### src/rtl/inst_prefetch.sv
// Instruction prefetch queue: fetches sequential words from instruction memory
// into a DEPTH-entry FIFO, with flush-on-redirect and a sticky misalignment flag.
module inst_prefetch #(
    parameter int         DEPTH    = 4,
    parameter logic [7:0] RESET_PC = 8'h00
) (
    input  logic        clk,
    input  logic        rst_n,
    input  logic        fetch_en,
    input  logic        redirect_valid,
    input  logic [7:0]  redirect_pc,
    output logic [5:0]  imem_addr,
    input  logic [31:0] imem_data,
    output logic        inst_valid,
    output logic [31:0] inst_data,
    output logic [7:0]  inst_pc,
    input  logic        inst_ready,
    output logic [3:0]  q_count,
    output logic        misalign_err
);

    localparam int         PTR_W   = $clog2(DEPTH);
    localparam logic [3:0] DEPTH_C = 4'(DEPTH);

    typedef enum logic [1:0] {
        ST_IDLE,
        ST_FETCH,
        ST_FULL
    } state_t;

    state_t            r_state;
    logic [7:0]        r_fetch_pc;
    logic [PTR_W-1:0]  r_wr_ptr;
    logic [PTR_W-1:0]  r_rd_ptr;
    logic [3:0]        r_count;
    logic              r_misalign;
    logic [31:0]       r_q_data [DEPTH];
    logic [7:0]        r_q_pc   [DEPTH];

    logic              w_pop;
    logic              w_push;
    logic [3:0]        w_count_nxt;

    assign w_pop  = (r_count != 4'd0) & inst_ready;
    assign w_push = (r_state == ST_FETCH) & fetch_en & ~redirect_valid &
                    ((r_count < DEPTH_C) | w_pop);

    always_comb begin
        w_count_nxt = r_count;
        if (redirect_valid) begin
            w_count_nxt = 4'd0;
        end else if (w_push && !w_pop) begin
            w_count_nxt = r_count + 4'd1;
        end else if (w_pop && !w_push) begin
            w_count_nxt = r_count - 4'd1;
        end
    end

    always_ff @(posedge clk or negedge rst_n) begin
        if (!rst_n) begin
            r_state    <= ST_IDLE;
            r_fetch_pc <= RESET_PC;
            r_wr_ptr   <= '0;
            r_rd_ptr   <= '0;
            r_count    <= 4'd0;
            r_misalign <= 1'b0;
        end else begin
            r_count <= w_count_nxt;
            // A redirect wins over any push or pop in the same cycle.
            if (redirect_valid) begin
                r_wr_ptr   <= '0;
                r_rd_ptr   <= '0;
                r_fetch_pc <= {redirect_pc[7:2], 2'b00};
                if (redirect_pc[1:0] != 2'b00) begin
                    r_misalign <= 1'b1;
                end
            end else begin
                if (w_push) begin
                    r_wr_ptr   <= r_wr_ptr + 1'b1;
                    r_fetch_pc <= r_fetch_pc + 8'd4;
                end
                if (w_pop) begin
                    r_rd_ptr <= r_rd_ptr + 1'b1;
                end
            end

            if (!fetch_en) begin
                r_state <= ST_IDLE;
            end else begin
                case (r_state)
                    ST_IDLE: begin
                        if (!redirect_valid) begin
                            r_state <= ST_FETCH;
                        end
                    end
                    ST_FETCH: begin
                        if (!redirect_valid && !w_pop && (w_count_nxt == DEPTH_C)) begin
                            r_state <= ST_FULL;
                        end
                    end
                    ST_FULL: begin
                        if (redirect_valid || w_pop) begin
                            r_state <= ST_FETCH;
                        end
                    end
                    default: r_state <= ST_IDLE;
                endcase
            end
        end
    end

    // Queue payload needs no reset: it is only visible when r_count says so.
    always_ff @(posedge clk) begin
        if (w_push) begin
            r_q_data[r_wr_ptr] <= imem_data;
            r_q_pc[r_wr_ptr]   <= r_fetch_pc;
        end
    end

    assign imem_addr    = r_fetch_pc[7:2];
    assign inst_valid   = (r_count != 4'd0);
    assign inst_data    = inst_valid ? r_q_data[r_rd_ptr] : 32'd0;
    assign inst_pc      = inst_valid ? r_q_pc[r_rd_ptr] : 8'd0;
    assign q_count      = r_count;
    assign misalign_err = r_misalign;

endmodule

### config.mk
export PLATFORM = sky130hd
export DESIGN_NAME = inst_prefetch
export DESIGN_NICKNAME = d
export VERILOG_FILES = /design/src/rtl/inst_prefetch.sv
export SDC_FILE = /design/constraint.sdc
export NUM_CORES = 1
export LEC_CHECK = 0
export BUFFER_PORTS_ARGS = -buffer_cell sky130_fd_sc_hd__buf_4
export CORE_MARGIN = 3
export CORE_UTILIZATION = 50
export CTS_CLUSTER_SIZE = 24
export DETAILED_ROUTE_END_ITERATION = 8
export GPL_TIMING_DRIVEN = 0
export PLACE_DENSITY = 0.74
export SLEW_MARGIN = 20
export SYNTH_ARGS = -nofsm -noshare
export SYNTH_HDL_FRONTEND = slang
export SYNTH_SLANG_ARGS = --single-unit
### constraint.sdc
create_clock -name clk -period 2.24 [get_ports clk]
set_input_delay 0.448 -clock clk [delete_from_list [all_inputs] [get_ports clk]]
set_output_delay 0.448 -clock clk [all_outputs]
set_load 0.03 [all_outputs]
==> impl_metrics.tcl, run 1 <==
set metrics [dict create \
    finish.utilization_pct 66.6 \
    antennaDiodeCount 0 \
    path_clk_slew_ns 0.06 \
    cpMaxStageDelayCell "or3b_4" \
    syn_area_per_cell_um2 19.0 \
    yosys_warnings 0 \
    crit_family "simple AND/OR/NAND/NOR gates" \
    ys_ff_latch 169 \
    final.setup.tns_ns -6.63 \
    yosysSeqAreaShare_pct 73.1 \
    cts_root_buf "clkbuf_16" \
    grt_pass1_vias 3849 \
    die_h_um 123 \
    hp-class "in2reg" \
    critPathMaxFanout 5 \
    setup_viol 39 \
    die_x_um 123 \
    cts_buffers 17 \
    worst_slack_ns -0.189 \
    htreeDepth 4 \
    synth_edf_count 152 \
    initial_core_util_pct 51.4 \
    r2r-start "q_count[1]" \
    worst_slew_pin_slew_ns 0.650 \
    crit_path_end_kind "primary output" \
    syn-instance-count 359 \
    startpoint "q_count[1]" \
    layout_commonest_cell "edfxtp_1" \
    yosysUniqueCellTypes 40 \
    clk_latency_ns 0.42 \
    synth_area_leader_cell "edfxtp_1" \
    placementRows 42 \
    clockBufferDepth 2 \
    area_delta_synth_final_pct 29.7 \
    antenna_left 0 \
    wirelength_mm 13.7 \
    finalWeightedCongestion 0.736 \
    cp.arrival_ns 1.98 \
    dr.pass1.iters 4 \
    dpl_cell_area_mm2 0.00776 \
    slew_violations 0 \
    syn_area_mm2 0.00683 \
    final_nets 536 \
    maxCapViolCount 0 \
    post-route-min-period_ns 2.43 \
    grt_pass1_wl_mm 21.0 \
    ys_top_cells_by_area "edfxtp_1, mux4_2, dfrtp_1, and2_1, ha_1" \
    gr-total-overflow 0 \
    core_mm2 0.0133 \
    p_per_area_mw_per_mm2 1250 \
    ff2ff_setup_slack_ns 0.12 \
    path_cells "inv_2, ha_4, or3b_4, clkbuf_8, and2_4, buf_6" \
    grt_start_max_net_pins 39 \
    power.total_mw 11.1 \
    leakage_nw 3.18 \
    dr_total_vias 3701 \
    maxSlewHeadroom_pct 56.4 \
    hold_viol_final 0 \
    clock_sinks 169 \
    die-area_mm2 0.0151 \
    hold_end "r_q_data[2][0]" \
    period_share_pct 108 \
    vias_per_cell 5.50 \
    port_buffers 92 \
    track_usage_pct 19.2 \
    post-route-drc-count 0 \
    io_pins 97 \
    place_hpwl_mm 7.74 \
    ff2ff_path_depth 9 \
    start_kind "flop" \
    drive_above_1_share_pct 49.9 \
    hp-start "imem_data[0]" \
    synth_top_cell_area_share_pct 66.8 \
    cp.required_ns 1.79 \
    antenna_found_initial 0 \
    timing.fmax_mhz 412 \
    status "complete, but fails checks" \
    fin_area_mm2 0.00886 \
    cpPeakStageDelay_ns 0.45 \
    violations "setup timing" \
    grt_setup_unrepaired "true" \
    criticalPathCategory "reg2out" \
    path_buf_inv 3 \
    fill_cells 908 \
    final_cell_mix "edfxtp_1, buf_4, buf_6" \
    first_iter_violations 279 \
    async_flop_share_pct 10.1 \
    ir_drop_uv 641 \
    synth_ff_type "edfxtp_1" \
    tritoncts "yes" \
    skew_ns 0.00816 \
    regToRegEndpoint "r_state[1]" \
    wl_per_cell_um 20.3 \
    hold_path_depth 1 \
]
==> synthesized netlist by cell type (3+ instances only) <==
| master | count |
|---|---|
| a21oi_1 | 5 |
| a221o_1 | 3 |
| and2_1 | 45 |
| and3_1 | 3 |
| buf_2 | 6 |
| clkbuf_1 | 10 |
| dfrtp_1 | 17 |
| edfxtp_1 | 152 |
| ha_1 | 7 |
| inv_1 | 7 |
| mux4_2 | 38 |
| nand2_1 | 7 |
| nand2b_1 | 3 |
| nand3_1 | 7 |
| nor2_1 | 9 |
| o21ai_0 | 8 |
| o311ai_0 | 3 |
==> stage by stage <==
step | hold WS, ns | cells | setup WS [ns]
after global placement | 0.326 | 628 | -0.286
after global routing | 0.208 | 673 | -0.235
after CTS | 0.207 | 673 | -0.205
after detailed placement | 0.328 | 628 | -0.259
final | 0.229 | 673 | -0.189
after floorplan | 0.152 | 360 | 0.0173
==> what timing repair did <==
item / 4_1_cts / 5_1_grt
buffers inserted: 9 / 0
hold endpoints to repair: 17 / 0
gates resized for setup: 116 / 5
pin swaps: 1 / 0
hold buffers: 1 / 0
cloned: 5 / 0
setup endpoints to repair: 191 / 40
==> worst max path at each step <==
stage                     to  slack, ns  cells after the start
6_report       inst_data[21]      -0.19                      6
4_1_cts           inst_pc[2]      -0.20                      6
5_1_grt           inst_pc[5]      -0.24                      6
2_1_floorplan  inst_data[26]       0.02                      6
3_3_place_gp      inst_pc[6]      -0.29                      7
3_5_place_dp      inst_pc[6]      -0.26                      7
==> layout make-up <==
class | count | area, um^2 | area share, %
sequential | 169 | 4990 | 56.4
multi-input combinational | 165 | 1850 | 20.9
timing repair buffer | 106 | 970 | 10.9
clock buffer | 18 | 429 | 4.85
tap | 176 | 220 | 2.49
buffer | 18 | 183 | 2.06
clock inverter | 14 | 180 | 2.03
inverter | 7 | 28.8 | 0.325
==> report_power, final <==
group	internal, mW	switching (mW)
Combinational	2.33	2.16
Clock	1.85	1.13
Sequential	3.54	0.0947
==> flip-flops by register name, indices dropped and copies added, names as in the netlist <==
name	count
r_q_pc	24
r_rd_ptr	2
q_count	4
r_q_data	128
r_fetch_pc	6
r_state	2
misalign_err	1
r_wr_ptr	2
==> layer usage <==
metal	up-vias	part of all wire (%)	global-route usage (%)
met4	0	1.1	6.16
met1	1913	42	24.6
met2	111	52	32.3
met3	14	4.9	4.84
met5	-	0	0
li1	1663	-	-
==> kinds of logic (layout without fill, tap and decap cells) <==
| group | after synthesis | in the layout | synth area share [%] |
|---|---|---|---|
| DFF | 169 | 169 | 73.1 |
| and+or+nand+nor | 85 | 86 | 7.75 |
| muxes | 39 | 39 | 12.7 |
| AOI/OAI and AO/OA | 28 | 28 | 2.86 |
| buffers and inverters | 27 | 163 | 1.92 |
| adders and majority gates | 7 | 7 | 1.28 |
| xor gates and xnor gates | 3 | 3 | 0.385 |
| other | 1 | 2 | 0.0549 |
No activity file was read; power rests on OpenSTA's default activity.
==> run 2: changes to the inputs <==
Settings changed: ABC_AREA set to 1, CORE_UTILIZATION 50 to 40, PLACE_DENSITY 0.74 to not set.
==> run 2 against run 1 <==
  * The flow now finishes without violations
  * Sequential share of layout area fell by 4.2 points
  * Core utilization fell by 9.9 points
  * Hold slack improved by 0.0011 ns
  * Total power rose by 23%
  * Count of clock-buffer cells in the layout fell by 1
  * Critical path depth rose by 2
  * Combinational power rose by 53%
  * Highest routed layer unchanged
==> impl_metrics.tcl, run 2 <==
set metrics [dict create \
    status "complete, no violations" \
    wl_per_cell_um 17.4 \
    critPathMaxFanout 10 \
    antenna_found_initial 0 \
    synth_top_cell_area_share_pct 65.0 \
    synth_area_leader_cell "edfxtp_1" \
    synthMostInstantiatedCell "nor2_1" \
    io_pins 97 \
    crit_path_end_kind "primary output" \
    ff2ff_setup_slack_ns 0.10 \
    grt_setup_unrepaired "true" \
    initial_core_util_pct 41.6 \
    hp-start "imem_data[6]" \
    place_hpwl_mm 10.8 \
    finalWeightedCongestion 0.801 \
    cts_buffers 17 \
    antennaDiodeCount 0 \
    dr.pass1.iters 4 \
    period_share_pct 98.5 \
    die_h_um 139 \
    dr_total_vias 4975 \
    setup_viol 0 \
    timing.fmax_mhz 453 \
    skew_ns 0.00597 \
    reg_top3 "r_q_data: 128 flops, r_q_pc: 24 flops, r_fetch_pc: 6 flops" \
    path_clk_slew_ns 0.07 \
    syn_area_mm2 0.00703 \
    syn-instance-count 606 \
    die_x_um 139 \
    htreeDepth 4 \
    worst_slew_pin_slew_ns 0.633 \
    multi_input_area_mm2 0.00203 \
    hp-class "in2reg" \
    netlist_top_cells_count "nor2_1, edfxtp_1, o21ai_0" \
    maxCapViolCount 0 \
    yosys_warnings 0 \
    clockBufferDepth 2 \
    antenna_left 0 \
    post-route-min-period_ns 2.21 \
    synth_ff_type "edfxtp_1" \
    leakage_nw 3.62 \
    power.total_mw 13.7 \
    cp.arrival_ns 1.76 \
    grt_pass1_wl_mm 26.7 \
    hold_end "r_q_data[3][6]" \
    synth_edf_count 152 \
    maxSlewHeadroom_pct 57.7 \
    clk_latency_ns 0.41 \
    start_kind "flop" \
    port_buffers 93 \
    core_mm2 0.0169 \
    tritoncts "yes" \
    drive_above_1_share_pct 32.1 \
    yosysUniqueCellTypes 30 \
    yosysSeqAreaShare_pct 71.0 \
    ys_ff_latch 169 \
    cp.required_ns 1.79 \
    regToRegEndpoint "r_q_data[2][16]" \
    die-area_mm2 0.0192 \
    vias_per_cell 5.12 \
    r2r-start "q_count[2]" \
    hold_path_depth 1 \
    final_cell_mix "nor2_1, edfxtp_1, buf_4" \
    final_nets 790 \
    p_per_area_mw_per_mm2 1430 \
    hold_viol_final 0 \
    syn_area_per_cell_um2 11.6 \
    grt_pass1_vias 5144 \
    placementRows 47 \
    wirelength_mm 16.9 \
    cts_root_buf "clkbuf_16" \
    area_delta_synth_final_pct 36.2 \
    largest_reg_flops 128 \
    register_area_mm2 0.00499 \
    clock_sinks 169 \
    grt_start_max_net_pins 23 \
    async_flop_share_pct 10.1 \
    gr-total-overflow 0 \
    layout_commonest_cell "nor2_1" \
    criticalPathCategory "reg2out" \
    ys_top_cells_by_area "edfxtp_1, nor2_1, dfrtp_1, o21ai_0, a21oi_1" \
    ff2ff_path_depth 7 \
    post-route-drc-count 0 \
    slew_violations 0 \
    first_iter_violations 412 \
    finish.utilization_pct 56.7 \
    ir_drop_uv 1030 \
    track_usage_pct 17.7 \
    regMostFlops "r_q_data" \
    fill_cells 1402 \
]
## run 2: cell families (layout without fill, tap and decap cells)
group,Yosys count,in the layout,synth area share [%]
AND/OR/NAND/NOR,231,231,13.8
XOR/XNOR,5,5,0.623
flip-flops,169,169,71.0
other,1,2,0.0534
AO/OA/AOI/OAI,128,128,9.37
adder cells (fa/ha/maj),7,7,1.25
buffers and inverters,65,209,3.86
## run 2: what timing repair did
item	4_1_cts	5_1_grt
gates resized for setup	105	89
hold buffers	1	0
pin swaps	7	30
setup buffers	8	4
endpoints found under the setup margin	38	47
hold endpoints to repair	17	0
cloned	0	1
## run 2: stage by stage
stage	hold WS, ns	TNS, ns	std cells	worst slack, ns	cell area (um^2)
floorplan	0.152	-39.05	607	-0.237	7150
global placement	0.326	-174.35	920	-1.17	8130
detailed placement	0.330	-7.12	926	-0.192	8300
CTS	0.215	0	966	0.00217	9320
global route	0.205	-1.76	971	-0.0843	9570
finish	0.230	0	971	0.0329	9570
## run 2: worst max-delay path by stage
stage           startpoint         endpoint  slack, ns
6_report       r_rd_ptr[0]    inst_data[18]       0.03
5_1_grt        r_rd_ptr[0]    inst_data[20]      -0.08
4_1_cts        r_rd_ptr[0]    inst_data[17]      0.002
3_5_place_dp    q_count[0]    inst_data[19]      -0.19
3_3_place_gp      fetch_en  r_q_data[3][18]      -1.17
2_1_floorplan   q_count[2]   r_q_data[0][0]      -0.24
## run 2: cell type report
type | instances | share of cell area, %
timing repair buffer | 113 | 11.7
clock inverter | 15 | 2.07
clock buffer | 17 | 4.45
multi-input combinational | 373 | 21.2
inverter | 32 | 1.31
sequential | 169 | 52.2
tap | 220 | 2.88
buffer | 32 | 4.21
## run 2: metal layers
layer	global-route usage [%]	up-vias	wire [um]
li1	-	2356	-
met1	22.4	2452	7260
met2	30.3	155	8530
met3	5.24	12	998
met4	4.11	0	155
met5	0	-	0
## run 2: critical path: stages (launching register included)
cell and delay, ns:
dfrtp_1 0.38, buf_6 0.15, buf_12 0.15, buf_12 0.14, nor2_1 0.10, nor2_1 0.05, o21ai_1 0.13, a21oi_4 0.07
buf_4 0.17
## run 2: power breakdown
part	leakage, nW	switching (mW)	total, mW	internal, mW
combinational	1.75	4.08	6.86	2.78
clock	0.293	1.18	3.05	1.87
sequential	1.58	0.122	3.76	3.63
==> run 3: changes to the inputs <==
Settings changed: CORE_UTILIZATION 40 to 52, PLACE_DENSITY set to 0.76.
==> run 3 against run 2 <==
  * The flow now finishes with violations (setup timing)
  * First-iteration DRC count rose by 31%
  * Via count increased by 2.4%
  * Combinational power grew 2.9%
  * Clock skew is 0.0022 ns higher
  * Count of clock-buffer cells in the layout rose by 3
  * Die area decreased by 22%
  * Clock power is 18% lower
  * Hold slack worse by 0.014 ns
  * Core utilization is 17 points higher
  * Cell count down 4.4%
  * Critical endpoint is now inst_pc[5]
==> impl_metrics.tcl, run 3 (synthesis gave the netlist of run 2 again) <==
set metrics [dict create \
    hp-start "imem_data[3]" \
    reg_top3 "r_q_data: 128 flops, r_q_pc: 24 flops, r_fetch_pc: 6 flops" \
    place_ws_ns -0.187 \
    vias_per_cell 5.49 \
    ir_drop_uv 946 \
    cpPeakStageDelay_ns 0.36 \
    core_mm2 0.0129 \
    grt_start_max_net_pins 24 \
    worst_slack_ns -0.107 \
    tritoncts "yes" \
    post-route-drc-count 0 \
    grt_pass1_vias 5137 \
    fill_cells 823 \
    first_iter_violations 541 \
    wirelength_mm 17.2 \
    grt_pass1_wl_mm 25.6 \
    power_frac_seq_pct 28.3 \
    period_share_pct 105 \
    path_clk_slew_ns 0.06 \
    worst-path-stages 8 \
    dr.pass1.iters 5 \
    clk_latency_ns 0.43 \
    grt_setup_unrepaired "true" \
    track_usage_pct 22.9 \
    die_x_um 122 \
    p_per_area_mw_per_mm2 1400 \
    regToRegEndpoint "r_q_data[0][17]" \
    timing.fmax_mhz 426 \
    htreeDepth 4 \
    slew_violations 0 \
    drive_above_1_share_pct 34.9 \
    io_pins 97 \
    maxCapViolCount 0 \
    ff2ff_setup_slack_ns 0.11 \
    hold_end "r_q_data[3][3]" \
    critical-path-top-cell-by-count "buf_6" \
    cts_buffers 17 \
    clockBufferDepth 2 \
    clock_sinks 169 \
    maxSlewHeadroom_pct 62.4 \
    largest_reg_flops 128 \
    netSwitchingFraction_pct 40.7 \
    die-area_mm2 0.0149 \
    setup_viol 12 \
    initial_core_util_pct 54.3 \
    crit_path_end_kind "primary output" \
    finish.utilization_pct 73.8 \
    violations "setup timing" \
    r2r-start "q_count[2]" \
    crit_family "buffers and inverters" \
    hold_path_depth 1 \
    path_buf_inv 4 \
    layout_commonest_cell "edfxtp_1" \
    skew_ns 0.00819 \
    start_kind "flop" \
    cp.required_ns 1.79 \
    regMostFlops "r_q_data" \
    antenna_left 0 \
    area_delta_synth_final_pct 35.8 \
    wl_per_cell_um 18.6 \
    port_buffers 93 \
    final_cell_mix "edfxtp_1, nor2_1, buf_4" \
    final_nets 795 \
    ff2ff_path_depth 7 \
    path_cells "buf_6, buf_12, clkbuf_16, nor2_4, nor2_2, o21ai_1, a21oi_2, buf_6" \
    worst_slew_pin_slew_ns 0.563 \
    pwr-share-comb_pct 52.9 \
    die_h_um 122 \
    hold_viol_final 0 \
    gr-total-overflow 0 \
    cts_root_buf "clkbuf_16" \
    cpMaxStageDelayCell "dfrtp_1" \
    criticalPathCategory "reg2out" \
    place_hpwl_mm 10.3 \
    leakage_nw 3.62 \
    dr_total_vias 5096 \
    total_switching_power_mw 5.43 \
    critPathMaxFanout 7 \
    antennaDiodeCount 0 \
    p_clk_share_pct 18.8 \
    status "complete, but fails checks" \
    antenna_found_initial 0 \
    hp-class "in2reg" \
    finalWeightedCongestion 0.805 \
    post-route-min-period_ns 2.35 \
    cp.arrival_ns 1.90 \
    placementRows 41 \
    p_int_mw 7.92 \
]
[run 3: changes by cell type in the layout (fill, tap and decap cells not counted), sizes merged]
| cell | before | now |
|---|---|---|
| clkbuf | 27 | 39 |
| buf | 134 | 130 |
| clkinv | 6 | 10 |
| inv | 34 | 32 |
| bufinv | 4 | 0 |
| clkinvlp | 3 | 2 |
[run 3: power by group through the flow]
stage          registers (mW)  logic (mW)  clock network (mW)
6_report                 3.78        7.06                2.51
5_1_grt                  3.80        7.48                2.65
4_1_cts                  3.77        6.36                2.52
3_5_place_dp             3.84        5.37                   0
3_3_place_gp             3.83        5.26                   0
2_1_floorplan            3.91        3.39                   0
[run 3: timing repair]
| item | 4_1_cts | 5_1_grt |
|---|---|---|
| pin swaps | 10 | 41 |
| hold endpoints to repair | 17 | 0 |
| buffers inserted | 8 | 8 |
| hold buffers | 1 | 0 |
| resized for setup | 124 | 101 |
| setup endpoints to repair | 38 | 60 |
| cloned | 0 | 5 |
[run 3: metal layers]
metal | vias to the layer above | share of wire (%) | global-route usage, %
met5 | - | 0 | 0
met4 | 0 | 2.4 | 9.38
met3 | 39 | 6.4 | 5.44
met2 | 212 | 52 | 38.9
met1 | 2475 | 40 | 28.4
li1 | 2370 | - | -
[run 3: metrics by stage]
stage                     TNS, ns  hold WS (ns)  cells  cell area [um^2]  total power, mW
final                      -0.336         0.216    928              9540             13.3
after global routing        -3.15         0.211    928              9540             13.9
after CTS                  -0.108         0.206    917              9150             12.6
after detailed placement    -4.94         0.326    877              8200             9.21
after global placement    -157.48         0.323    872              8070             9.09
after floorplan            -39.05         0.152    607              7150             7.30
[run 3: worst max-delay path by stage]
stage / slack (ns) / startpoint / endpoint
after CTS: -0.03 / r_rd_ptr[1] / inst_pc[4]
final: -0.11 / r_rd_ptr[0] / inst_pc[5]
after floorplan: -0.24 / q_count[2] / r_q_data[0][0]
after detailed placement: -0.19 / q_count[0] / inst_pc[4]
after global routing: -0.21 / r_rd_ptr[0] / inst_pc[5]
after global placement: -1.06 / fetch_en / r_q_data[3][17]
[run 3: area by class of cell]
cell class | instances | area (um^2) | area share, %
sequential | 169 | 4990 | 52.3
multi-input combinational | 373 | 2120 | 22.2
timing repair buffer | 120 | 1190 | 12.5
clock buffer | 20 | 437 | 4.58
buffer | 30 | 399 | 4.18
tap | 172 | 215 | 2.26
inverter | 32 | 125 | 1.31
clock inverter | 12 | 60.1 | 0.630
[run 3: worst reg2reg max path, stage by stage (launching register included)]
cell     delay (ns)
dfrtp_2        0.47
nor2_4         0.16
buf_4          0.14
nor2_4         0.04
nor2_8         0.16
inv_4          0.12
nor2_4         0.45
buf_12         0.26
